$ cat config.mk
export PLATFORM = sky130hd
export DESIGN_NAME = ram_arbiter_mc
export DESIGN_NICKNAME = d
export VERILOG_FILES = /design/src/rtl/ram_arbiter_mc.sv
export SDC_FILE = /design/constraint.sdc
export NUM_CORES = 1
export LEC_CHECK = 0
export CAP_MARGIN = 20
export CORE_MARGIN = 2
export CORE_UTILIZATION = 44
export DETAILED_ROUTE_END_ITERATION = 6
export PLACE_DENSITY = 0.81
export SYNTH_ARGS = -nofsm -noshare
export SYNTH_HDL_FRONTEND = slang
export SYNTH_SLANG_ARGS = --single-unit
$ cat constraint.sdc
create_clock -name clk28 -period 2.4 [get_ports clk28]
set_input_delay 0.36 -clock clk28 [delete_from_list [all_inputs] [get_ports clk28]]
set_output_delay 0.36 -clock clk28 [all_outputs]
set_load 0.01 [all_outputs]
$ cat src/rtl/ram_arbiter_mc.sv
// ram_arbiter_mc: SRAM arbiter for NCH prioritised channels plus one background (video) reader.
// Define RAM_ARB_PREEMPT_EN to let channel requests abandon a background access in progress.
module ram_arbiter_mc #(
    parameter int AW         = 19,
    parameter int DW         = 8,
    parameter int NCH        = 2,
    parameter int LATENCY    = 2,
    parameter int LATENCY_BG = 1
) (
    input  logic              clk28,
    input  logic              rst,
    input  logic [NCH-1:0]    req_rd,
    input  logic [NCH-1:0]    req_wr,
    input  logic [NCH*AW-1:0] req_addr,
    input  logic [NCH*DW-1:0] req_wdata,
    output logic [NCH-1:0]    req_latchen,
    output logic [NCH-1:0]    req_valid,
    output logic [NCH-1:0]    req_restart,
    input  logic              bg_req,
    input  logic [AW-1:0]     bg_addr,
    output logic              bg_ack,
    output logic              bg_valid,
    output logic [AW-1:0]     va,
    output logic [DW-1:0]     vd_out,
    output logic              n_vrd,
    output logic              n_vwr
);
    localparam int CW = (NCH > 1) ? $clog2(NCH) : 1;

    typedef enum logic [1:0] {CUR_NONE, CUR_RD, CUR_BG} cur_t;

    cur_t            cur, cur_n;
    logic [CW-1:0]   cur_ch, cur_ch_n;
    logic [1:0]      step, step_n;
    logic [AW-1:0]   va_n, restart_addr;
    logic [DW-1:0]   vd_out_n;
    logic            n_vrd_n, n_vwr_n;
    logic [NCH-1:0]  latchen_n;
    logic [NCH-1:0]  rd_prev, wr_prev, rd_pend, wr_pend, rd_pend_n, wr_pend_n;
    logic [NCH-1:0]  rd_elig, wr_elig;
    logic            any_elig, preempt, grant_pt, restart_hit, found;

    assign rd_elig  = rd_pend | (req_rd & ~rd_prev);
    assign wr_elig  = wr_pend | (req_wr & ~wr_prev);
    assign any_elig = |{rd_elig, wr_elig};

`ifdef RAM_ARB_PREEMPT_EN
    assign preempt = (cur == CUR_BG) && any_elig;
`else
    assign preempt = 1'b0;
`endif

    assign grant_pt = (step == 2'd0) || preempt;
    assign bg_valid = (cur == CUR_BG) && (step == 2'd0);
    // Without preemption the background access always completes, so its address is always consumed.
    assign bg_ack   = (cur == CUR_BG) && (step == 2'd1) && !preempt;

    always_comb begin
        req_valid    = '0;
        req_restart  = '0;
        restart_addr = '0;
        for (int i = 0; i < NCH; i++) begin
            if (cur == CUR_RD && cur_ch == CW'(i)) begin
                req_valid[i]   = (step == 2'd0);
                req_restart[i] = (req_addr[i*AW +: AW] != va);
                restart_addr   = req_addr[i*AW +: AW];
            end
        end
        restart_hit = |req_restart;
    end

    always_comb begin
        // NOTE: every signal gets a default before any branch, so no path can infer a latch.
        cur_n     = cur;
        cur_ch_n  = cur_ch;
        step_n    = step;
        va_n      = va;
        vd_out_n  = vd_out;
        n_vrd_n   = n_vrd;
        n_vwr_n   = n_vwr;
        latchen_n = req_latchen;
        rd_pend_n = rd_elig & req_rd;
        wr_pend_n = wr_elig & req_wr;
        found     = 1'b0;

        if (restart_hit) begin
            va_n   = restart_addr;
            step_n = 2'(LATENCY);
        end else if (grant_pt) begin
            cur_n     = CUR_NONE;
            step_n    = 2'd0;
            n_vrd_n   = 1'b1;
            n_vwr_n   = 1'b1;
            latchen_n = '0;
            for (int i = 0; i < NCH; i++) begin
                if (!found && wr_elig[i]) begin
                    found        = 1'b1;
                    n_vwr_n      = 1'b0;
                    va_n         = req_addr[i*AW +: AW];
                    vd_out_n     = req_wdata[i*DW +: DW];
                    step_n       = 2'(LATENCY);
                    wr_pend_n[i] = 1'b0;
                end
            end
            for (int i = 0; i < NCH; i++) begin
                if (!found && rd_elig[i]) begin
                    found        = 1'b1;
                    n_vrd_n      = 1'b0;
                    va_n         = req_addr[i*AW +: AW];
                    cur_n        = CUR_RD;
                    cur_ch_n     = CW'(i);
                    latchen_n[i] = 1'b1;
                    step_n       = 2'(LATENCY);
                    rd_pend_n[i] = 1'b0;
                end
            end
            if (!found && bg_req) begin
                n_vrd_n = 1'b0;
                va_n    = bg_addr;
                cur_n   = CUR_BG;
                step_n  = 2'(LATENCY_BG);
            end
        end else begin
            step_n = step - 2'd1;
        end
    end

    // NOTE: non-blocking assignments so every register updates from the same pre-edge values.
    always_ff @(posedge clk28) begin
        rd_prev <= req_rd;
        wr_prev <= req_wr;
        if (rst) begin
            cur         <= CUR_NONE;
            cur_ch      <= '0;
            step        <= 2'd0;
            va          <= '0;
            vd_out      <= '0;
            n_vrd       <= 1'b1;
            n_vwr       <= 1'b1;
            req_latchen <= '0;
            rd_pend     <= '0;
            wr_pend     <= '0;
        end else begin
            cur         <= cur_n;
            cur_ch      <= cur_ch_n;
            step        <= step_n;
            va          <= va_n;
            vd_out      <= vd_out_n;
            n_vrd       <= n_vrd_n;
            n_vwr       <= n_vwr_n;
            req_latchen <= latchen_n;
            rd_pend     <= rd_pend_n;
            wr_pend     <= wr_pend_n;
        end
    end
endmodule

; ---- Word-level counts from Yosys, hierarchy flattened
; Index checks and enable logic that the tools add are counted.
[word_totals]
ff_bits = 44
wordCells = 106
in_bits = 80
output_inout_bits = 37
[op_classes]
bitwise_logic = 10
n_addsub = 1
reduce_logical = 23
mux = 54
eq_ne = 5
[ops]
columns = op, n
row1 = 2-to-1 mux 19 bit, 9
row2 = != test 19 bit, 2
row3 = 2-to-1 mux 1 bit, 30
row4 = 2-to-1 mux 2 bit, 13
row5 = 2-to-1 mux 8 bit, 2
row6 = AND 2 bit, 4
row7 = logical AND 1 bit, 8
row8 = AND reduction 3 bit, 2
row9 = nonzero test 2 bit, 3
row10 = nonzero test 6 bit, 1
row11 = equality test 2 x 1 -> 1 bit (second input constant), 2
row12 = zero test 1 bit, 4
row13 = inverter 2 bit, 2
row14 = bitwise OR 2 bit, 2
row15 = AND reduction 2 bit, 2
row16 = OR reduction 3 bit, 1
row17 = equality test 2 bit (second input constant), 1
row18 = zero test 2 bit, 1
row19 = inverter 1 bit, 2
row20 = OR reduction 2 bit, 1
row21 = subtractor 2 x 1 -> 2 bit (second input constant), 1

; ---- Depth between registers and ports, before layout
; Gate-level depths: netlist of the first run.
[logic_depth]
depth_word = 26
ltp_mapped = 8
ltp_nobuf = 7

; ---- Least setup slack after synthesis of the first run
; Ideal clock, no wire load.
[synth_path]
path_type = input port to flip-flop
from = input req_wr[1]
to = register va[5]
setup_time_ns = 0.080
slack_ns = 0.311
required_time_ns = 2.320
path_stages = 8
path_buffers = 2
arrival_time_ns = 2.009
path_cell_list = nor2b_4 or4b_4 buf_6 nor4_4 buf_6 a22o_4 a21oi_2 a211oi_2
[synth_between]
elab_chain_len = 21
[synth_lines]
columns = item, line
row1 = "start, declared", 13  ; input logic [NCH-1:0] req_wr,
row2 = AND 2 bit (*), 44  ; assign wr_elig = wr_pend | (req_wr & ~wr_prev);
row3 = bitwise OR 2 bit (*), 44
row4 = logical AND 1 bit (*), 96  ; if (!found && wr_elig[i]) begin
row5 = 2-to-1 mux 1 bit, 96
row6 = 2-to-1 mux 1 bit, 89  ; end else if (grant_pt) begin
row7 = 2-to-1 mux 1 bit, 86  ; if (restart_hit) begin
row8 = zero test 1 bit, 106  ; if (!found && rd_elig[i]) begin
row9 = logical AND 1 bit, 106
row10 = [... 5 more ...], n/a
row11 = 2-to-1 mux 1 bit, 106
row12 = 2-to-1 mux 1 bit, 89
row13 = 2-to-1 mux 1 bit, 86
row14 = zero test 1 bit, 117  ; if (!found && bg_req) begin
row15 = logical AND 1 bit, 117
row16 = 2-to-1 mux 19 bit, 117
row17 = 2-to-1 mux 19 bit, 89
row18 = 2-to-1 mux 19 bit, 86
row19 = "end signal, assigned", 147  ; va <= va_n;
row20 = "end, declared", 23  ; output logic [AW-1:0] va,
; Mark *: on every way between the ends. The rest lies on a longest branch, timed or not. The select of a mux whose other input is x is not followed.
; A chain may end at the register's enable or synchronous reset.

; ---- Worst setup path in the final report of the first run
[layout_path]
from = input req_addr[33]
to = output req_restart[1]
[layout_between]
elab_chain_len = 2
[layout_lines]
columns = item, line
row1 = "start, declared", 14  ; input logic [NCH*AW-1:0] req_addr,
row2 = != test 19 bit, 65  ; req_restart[i] = (req_addr[i*AW +: AW] != va);
row3 = 2-to-1 mux 1 bit, 63  ; if (cur == CUR_RD && cur_ch == CW'(i)) begin
row4 = "end, declared", 18  ; output logic [NCH-1:0] req_restart,
; Every way passes these cells.

==> results of run 1 <==
-- metrics by stage --
stage	setup WS (ps)	instance area (µm²)	setup TNS, ps
floorplan	311.3	3005	0
global placement	-441.3	4684	-13690
detailed placement	-511.2	4684	-17360
CTS	-46.33	4853	-46.33
global route	-21.22	4910	-25.91
finish	54.04	4910	0
-- final timing paths --
path	start	to	slack, ps	cells after the start
hold reg to reg	rd_prev[0]	rd_pend[0]	440	1
setup reg to reg	va[13]	vd_out[4]	130	9
hold / removal	rd_prev[0]	rd_pend[0]	440	1
setup / recovery	req_addr[33]	req_restart[1]	50	8
-- power by group --
part           switching [mW]  leakage (nW)  internal (mW)
sequential              0.138         0.364          0.865
clock                   0.283        0.0583          0.314
combinational           0.774          1.57          0.872
total                    1.19          1.99           2.05
-- worst register-to-register path, stage by stage, from the launching register on --
cell	delay, ps
dfxtp_2	360
xor2_2	200
nor4_4	320
buf_4	160
nand3_2	90
buf_6	150
a2111oi_4	320
buf_4	200
a21oi_1	80
a311oi_1	290
-- flip-flops by register name, indices dropped and copies added, names as in the netlist --
signal and count:
cur 2, va 19, step 2, wr_pend 2
n_vrd 1, rd_prev 2, rd_pend 2, n_vwr 1
wr_prev 2, cur_ch 1, vd_out 8, req_latchen 2
-- cells by family (layout without fill, tap and decap cells) --
| kind of cell | Yosys count | in the layout | share of synthesized area (%) |
|---|---|---|---|
| AOI/OAI and AO/OA | 118 | 118 | 33.51 |
| xor gates and xnor gates | 38 | 38 | 11.07 |
| buffers and inverters | 34 | 197 | 5.370 |
| DFF | 44 | 44 | 29.31 |
| muxes | 26 | 26 | 9.409 |
| and+or+nand+nor | 54 | 54 | 11.32 |
-- cells in the final DEF, fill, tap and decap left out, drive strengths merged, types with 9 or more instances in the layout --
cell type and instances:
a22o 11, dfxtp 44, mux2 18, inv 10, a311oi 9, xor2 38, a211oi 20, buf 65
nor4 9, a222oi 26, a21oi 26, dlygate4sd2 14, clkdlybuf4s50 96
-- per-layer routing --
metal | share of wire (%) | GRT usage [%]
met2 | 48 | 48.53
met4 | 2.1 | 7.813
met3 | 9.4 | 7.810
met5 | 0 | 0
met1 | 40 | 33.68
-- final cells by class --
| class | count | area [µm²] |
|---|---|---|
| multi-input combinational | 236 | 2071 |
| clock inverter | 3 | 47.55 |
| tap | 80 | 100.1 |
| timing repair buffer | 179 | 1700 |
| clock buffer | 5 | 68.82 |
| inverter | 10 | 37.54 |
| fill | 504 | 1809 |
| sequential | 44 | 884.6 |
-- what timing repair did --
action | CTS | global route
cloned | 1 | 0
gates resized for setup | 39 | 12
setup endpoints to repair | 34 | 43
pin swaps | 9 | 8
hold buffers | 0 | 0
endpoints found under the hold margin | 0 | 0
buffers inserted | 0 | 0
==> summary.txt, run 1 <==
Die
  – Die W: between 80 and 90 µm
  – Starting Density: ~45%
  – Placeable core area: roughly 6700 µm²
  – Die area: ~7500 µm²
  – Row count: 30
  – Die H: roughly 87 µm
  – Top Ports: between 100 and 150

STA
  – Final period util: 97.75%
  – Skew final: around 14 ps
  – Fmax achieved: about 430 MHz
  – Final setup fails: 0
  – RSZ-0062 raised after global routing: true
  – Max Transition Viols Final: 0
  – Hold Slack: approximately 440 ps
  – Hold Vio Cnt, Final: 0
  – Worst relative slew slack: 74.34%
  – Final worst path period need: 2346 ps
  – Worst-Margin Slew: 381.8 ps

Worst setup path
  – Worst setup EP type: output pin
  – Critical path cell sequence: clkdlybuf4s50_1, xor2_1, nor4_2, buf_4, nand2_1, o21ai_2, inv_2, buf_2
  – Worst Path Buf+Inv: 4
  – Startpoint type of the worst setup path: input pin
  – Setup CP Type: input pin to output pin
  – Cell family with most CP delay: buffers and inverters
  – Required time worst endpoint: between 2000 and 2500 ps
  – CP Max Fanout: 2
  – CP max stage delay: approximately 460 ps
  – CP max-delay cell: clkdlybuf4s50_1
  – Worst EP arrival: 1990 ps

Power
  – LEAKAGE: 1.994 nW
  – PwrDens: 660.9 nW/µm²
  – Total power: about 3.2 mW
  – Worst IR Drop VDD: 0.4310 mV

Status
  – Status: complete, no violations

Yosys
  – Average cell area after synthesis: between 9 and 10 µm²
  – Top-area cell type share of the netlist area: 29.31%
  – #FFs+latches synth: 44
  – Number of synthesized flops with an enable pin: 0
  – Post-Syn Nets: ~400
  – YS warnings: 0
  – Top_reg_cell synth: dfxtp_1
  – Mapped Cells: 314
  – Register area share after synthesis: between 20% and 30%
  – Top-count cell post-synth: dfxtp_1
  – Async set or reset register ratio after synthesis: 0%
  – Leading post-synthesis cells by cell area: dfxtp_1 (29%), xor2_1 (11%), a222oi_1 (8.7%), mux2_2 (6.7%), a211oi_2 (4.2%)
  – Cell area after synthesis: ~3000 µm²
  – Commonest cells post-synth: dfxtp_1 (44), xor2_1 (38), a222oi_1 (26)
  – Synth area leader: dfxtp_1
  – Synth cell types: 53

Clock tree
  – Clock root buffer: clkbuf_8
  – Clock Sinks: 44
  – Clock Latency Late Sink: 310 ps
  – CTS Buf Count: 5
  – TritonCTS clock tree: built
  – H-Tree Level Count: 2
  – CTS clk-pin slew, worst paths: ~100 ps
  – Max Root-Sink Buffers: 2

Global route
  – Vias in the first global route: 3430
  – Overall routing resource usage: between 20% and 30%
  – First-pass GRT wire length: between 15000 and 20000 µm
  – Largest net degree at the start of global routing: 34
  – Antenna violations before repair: 0
  – Grt ovf: 0

Final layout
  – Layout area overhead: 63.36%
  – Nets@finish: between 500 and 600
  – Inserted Diodes: 0
  – Layout cell share with drive strength beyond 1: between 20% and 30%
  – Finished Layout Cells: between 500 and 600
  – Final Util: around three quarters

Place
  – Gpl congestion: 0.8429
  – Placed cell count: 548
  – DP HPWL: ~7600 µm
  – Port bufs: roughly 120

Worst hold path
  – Hold Crit Class: flop to flop

Detailed routing
  – Drt wl/cell: a little under 20 µm
  – Residual DRC: 0
  – Detailed router's first-iteration violation count: about 330
  – Vias per inst: about 6.2
  – Vias: approximately 3500
  – Routed Antenna Nets: 0
  – Pre-antenna DRT Iters: 7
  – Final WL: ~11000 µm

Run
  – # Max-Cap Violations: 0
(Power assumes the default switching activity.)
==> inputs of run 2 (changes only) <==
- CORE_MARGIN: 2 -> 4
- HOLD_SLACK_MARGIN: default -> 0.02
- RECOVER_POWER: default -> 50
==> run 2 against run 1 <==
Compared with the run above: the run now ends with DRC left; critical path depth shrank 5; die area rose by 9.4%; first-iteration DRC count up 16%; global-route usage shrank 3.5 points; hold slack worse by 1.6 ps; count of clock-buffer cells in the layout is 2 higher; clock power decreased by 16%; final cell count down 1.4%; sequential share of layout area rose by 0.44 points; combinational power down 5%.
==> summary.txt, run 2 (synthesis gave the netlist of run 1 again) <==
Status
  – Status: finished, violations left
  – Violated checks: DRC

Die
  – Top Ports: 117
  – Starting Density: 46.27%
  – Die W: just over 90 µm
  – Die area: 8217 µm²
  – Placeable core area: roughly 6500 µm²
  – Die H: 90.65 µm
  – Row count: 29

Global route
  – Largest net degree at the start of global routing: 33
  – Antenna violations before repair: 0
  – Overall routing resource usage: between 20% and 30%
  – First-pass GRT wire length: 16730 µm
  – Grt ovf: 0
  – Vias in the first global route: around 3400

Worst setup path
  – R2R Setup Slk: 150 ps
  – Critical path cell sequence: or2_2, nor3b_1, clkdlybuf4s50_1
  – Setup CP Type: flop to output pin
  – R2r startpoint: va[8]
  – R2R depth: 9
  – Worst EP arrival: about 2000 ps
  – Cell family with most CP delay: simple AND/OR/NAND/NOR gates
  – CP Max Fanout: 9
  – Worst Path Buf+Inv: 1
  – Worst setup EP type: output pin
  – Required time worst endpoint: 2040 ps
  – CP max stage delay: roughly 600 ps
  – Startpoint type of the worst setup path: flop
  – Worst flop-to-flop path endpoint: vd_out[4]
  – CP max-delay cell: clkdlybuf4s50_1

Detailed routing
  – Pre-antenna DRT Iters: 7
  – Routed Antenna Nets: 0
  – Vias per inst: 6.199
  – Residual DRC: 4
  – Vias: between 3000 and 4000
  – Detailed router's first-iteration violation count: ~380
  – Final WL: ~10000 µm
  – Drt wl/cell: between 15 and 20 µm

Final layout
  – Most common library cell in the layout ignoring fill and taps: clkdlybuf4s50_1
  – Layout cell share with drive strength beyond 1: between 20% and 30%
  – Largest registers: va: 19 flops, vd_out: 8 flops
  – Biggest register: va
  – Commonest non-fill, non-tap cells in the layout: clkdlybuf4s50_1 (61), buf_4 (52), dfxtp_1 (42)
  – Filler cells: 478
  – Inserted Diodes: 0
  – Nets@finish: between 500 and 600
  – Layout area overhead: 59.24%
  – Final Util: 73.69%
  – Max reg flops: 19

Place
  – DP HPWL: ~7600 µm
  – Gpl congestion: ~0.8
  – Port bufs: roughly 120

STA
  – Worst-Margin Slew: 598.5 ps
  – Skew final: roughly 11 ps
  – Final setup fails: 0
  – Final period util: 97.72%
  – Final worst path period need: roughly 2300 ps
  – Final setup TNS: 0 ps
  – RSZ-0062 raised after global routing: true
  – Worst relative slew slack: between 50 and 60%
  – Fmax achieved: around 430 MHz
  – Max Transition Viols Final: 0
  – Hold Vio Cnt, Final: 0

Clock tree
  – Max Root-Sink Buffers: 2
  – TritonCTS clock tree: built
  – CTS Buf Count: 5
  – Clock Sinks: 44
  – CTS clk-pin slew, worst paths: around 90 ps
  – Clock root buffer: clkbuf_8
  – H-Tree Level Count: 2
  – Clock Latency Late Sink: ~300 ps

Worst hold path
  – WHS Endpoint: wr_pend[0]
  – Hold Crit Start: wr_prev[0]
  – Hold Crit Class: flop to flop
  – Hold path cells: 1

Power
  – LEAKAGE: 1.999 nW
  – Logic pwr share: between 50 and 60%
  – Worst IR Drop VDD: 0.4124 mV
  – Switch Pwr: ~1.2 mW
  – Seq pwr share: approximately 32%
  – Sw Ratio: between 30% and 40%
  – PwrDens: 640.2 nW/µm²
  – Clock power share: 16.4%
  – Int Pwr: about 1.9 mW

Run
  – # Max-Cap Violations: 0
## run 2: area by class of cell
class                   instances  area, µm²  share of cell area, %
multi-input cells             236       2044                  42.72
well taps                      77      96.34                  2.013
clock buffers                   7      86.33                  1.804
clock inverters                 1      7.507                 0.1569
inverters                      10      37.54                 0.7843
flip-flops and latches         44      883.3                  18.46
repair buffers                174       1630                  34.07
## run 2: worst max path at each step
| stage | start | to | slack [ps] | cells after the start |
|---|---|---|---|---|
| after floorplan | req_wr[1] | va[5] | 310 | 8 |
| after global placement | req_addr[10] | req_restart[0] | -430 | 7 |
| after detailed placement | req_addr[10] | req_restart[0] | -420 | 7 |
| after CTS | va[1] | req_restart[0] | 6 | 6 |
| after global routing | req_addr[37] | vd_out[4] | -60 | 9 |
| final | step[0] | bg_valid | 50 | 3 |
## run 2: power groups by stage
stage               Sequential, mW  Combinational (mW)  Clock (mW)
floorplan                     1.05               0.757           0
global placement              1.00                1.54           0
detailed placement            1.01                1.56           0
CTS                          0.993                1.57       0.507
global route                  1.02                1.67       0.545
finish                       0.993                1.57       0.502
## run 2: timing repair
item / in CTS / in global routing
resized for setup: 31 / 11
hold buffers: 0 / 0
setup endpoints to repair: 39 / 43
hold endpoints to repair: 0 / 0
pin swaps: 12 / 4
buffers inserted: 1 / 1
## run 2: per-stage QoR
stage	instance area (µm²)	hold WS [ps]	setup WS (ps)	power (mW)	cells
floorplan	3005	387.7	311.3	1.805	314
global placement	4631	417.4	-429.6	2.536	540
detailed placement	4631	428.5	-422.9	2.566	540
CTS	4732	441.0	6.495	3.072	549
global route	4786	456.8	-60.23	3.237	549
finish	4786	439.6	54.69	3.064	549
## run 2: per-layer routing
metal | up-vias | wire [µm] | track usage (%)
li1 | 1580 | - | -
met1 | 1607 | 4190 | 30.62
met2 | 202 | 5063 | 42.31
met3 | 14 | 1077 | 5.750
met4 | 0 | 131 | 5.740
met5 | - | 0 | 0
==> inputs of run 3 (changes only) <==
- HOLD_SLACK_MARGIN: 0.02 -> 0.03
==> results of run 3 <==
The final DEF is identical to that of run 2; final timing and power are the same.
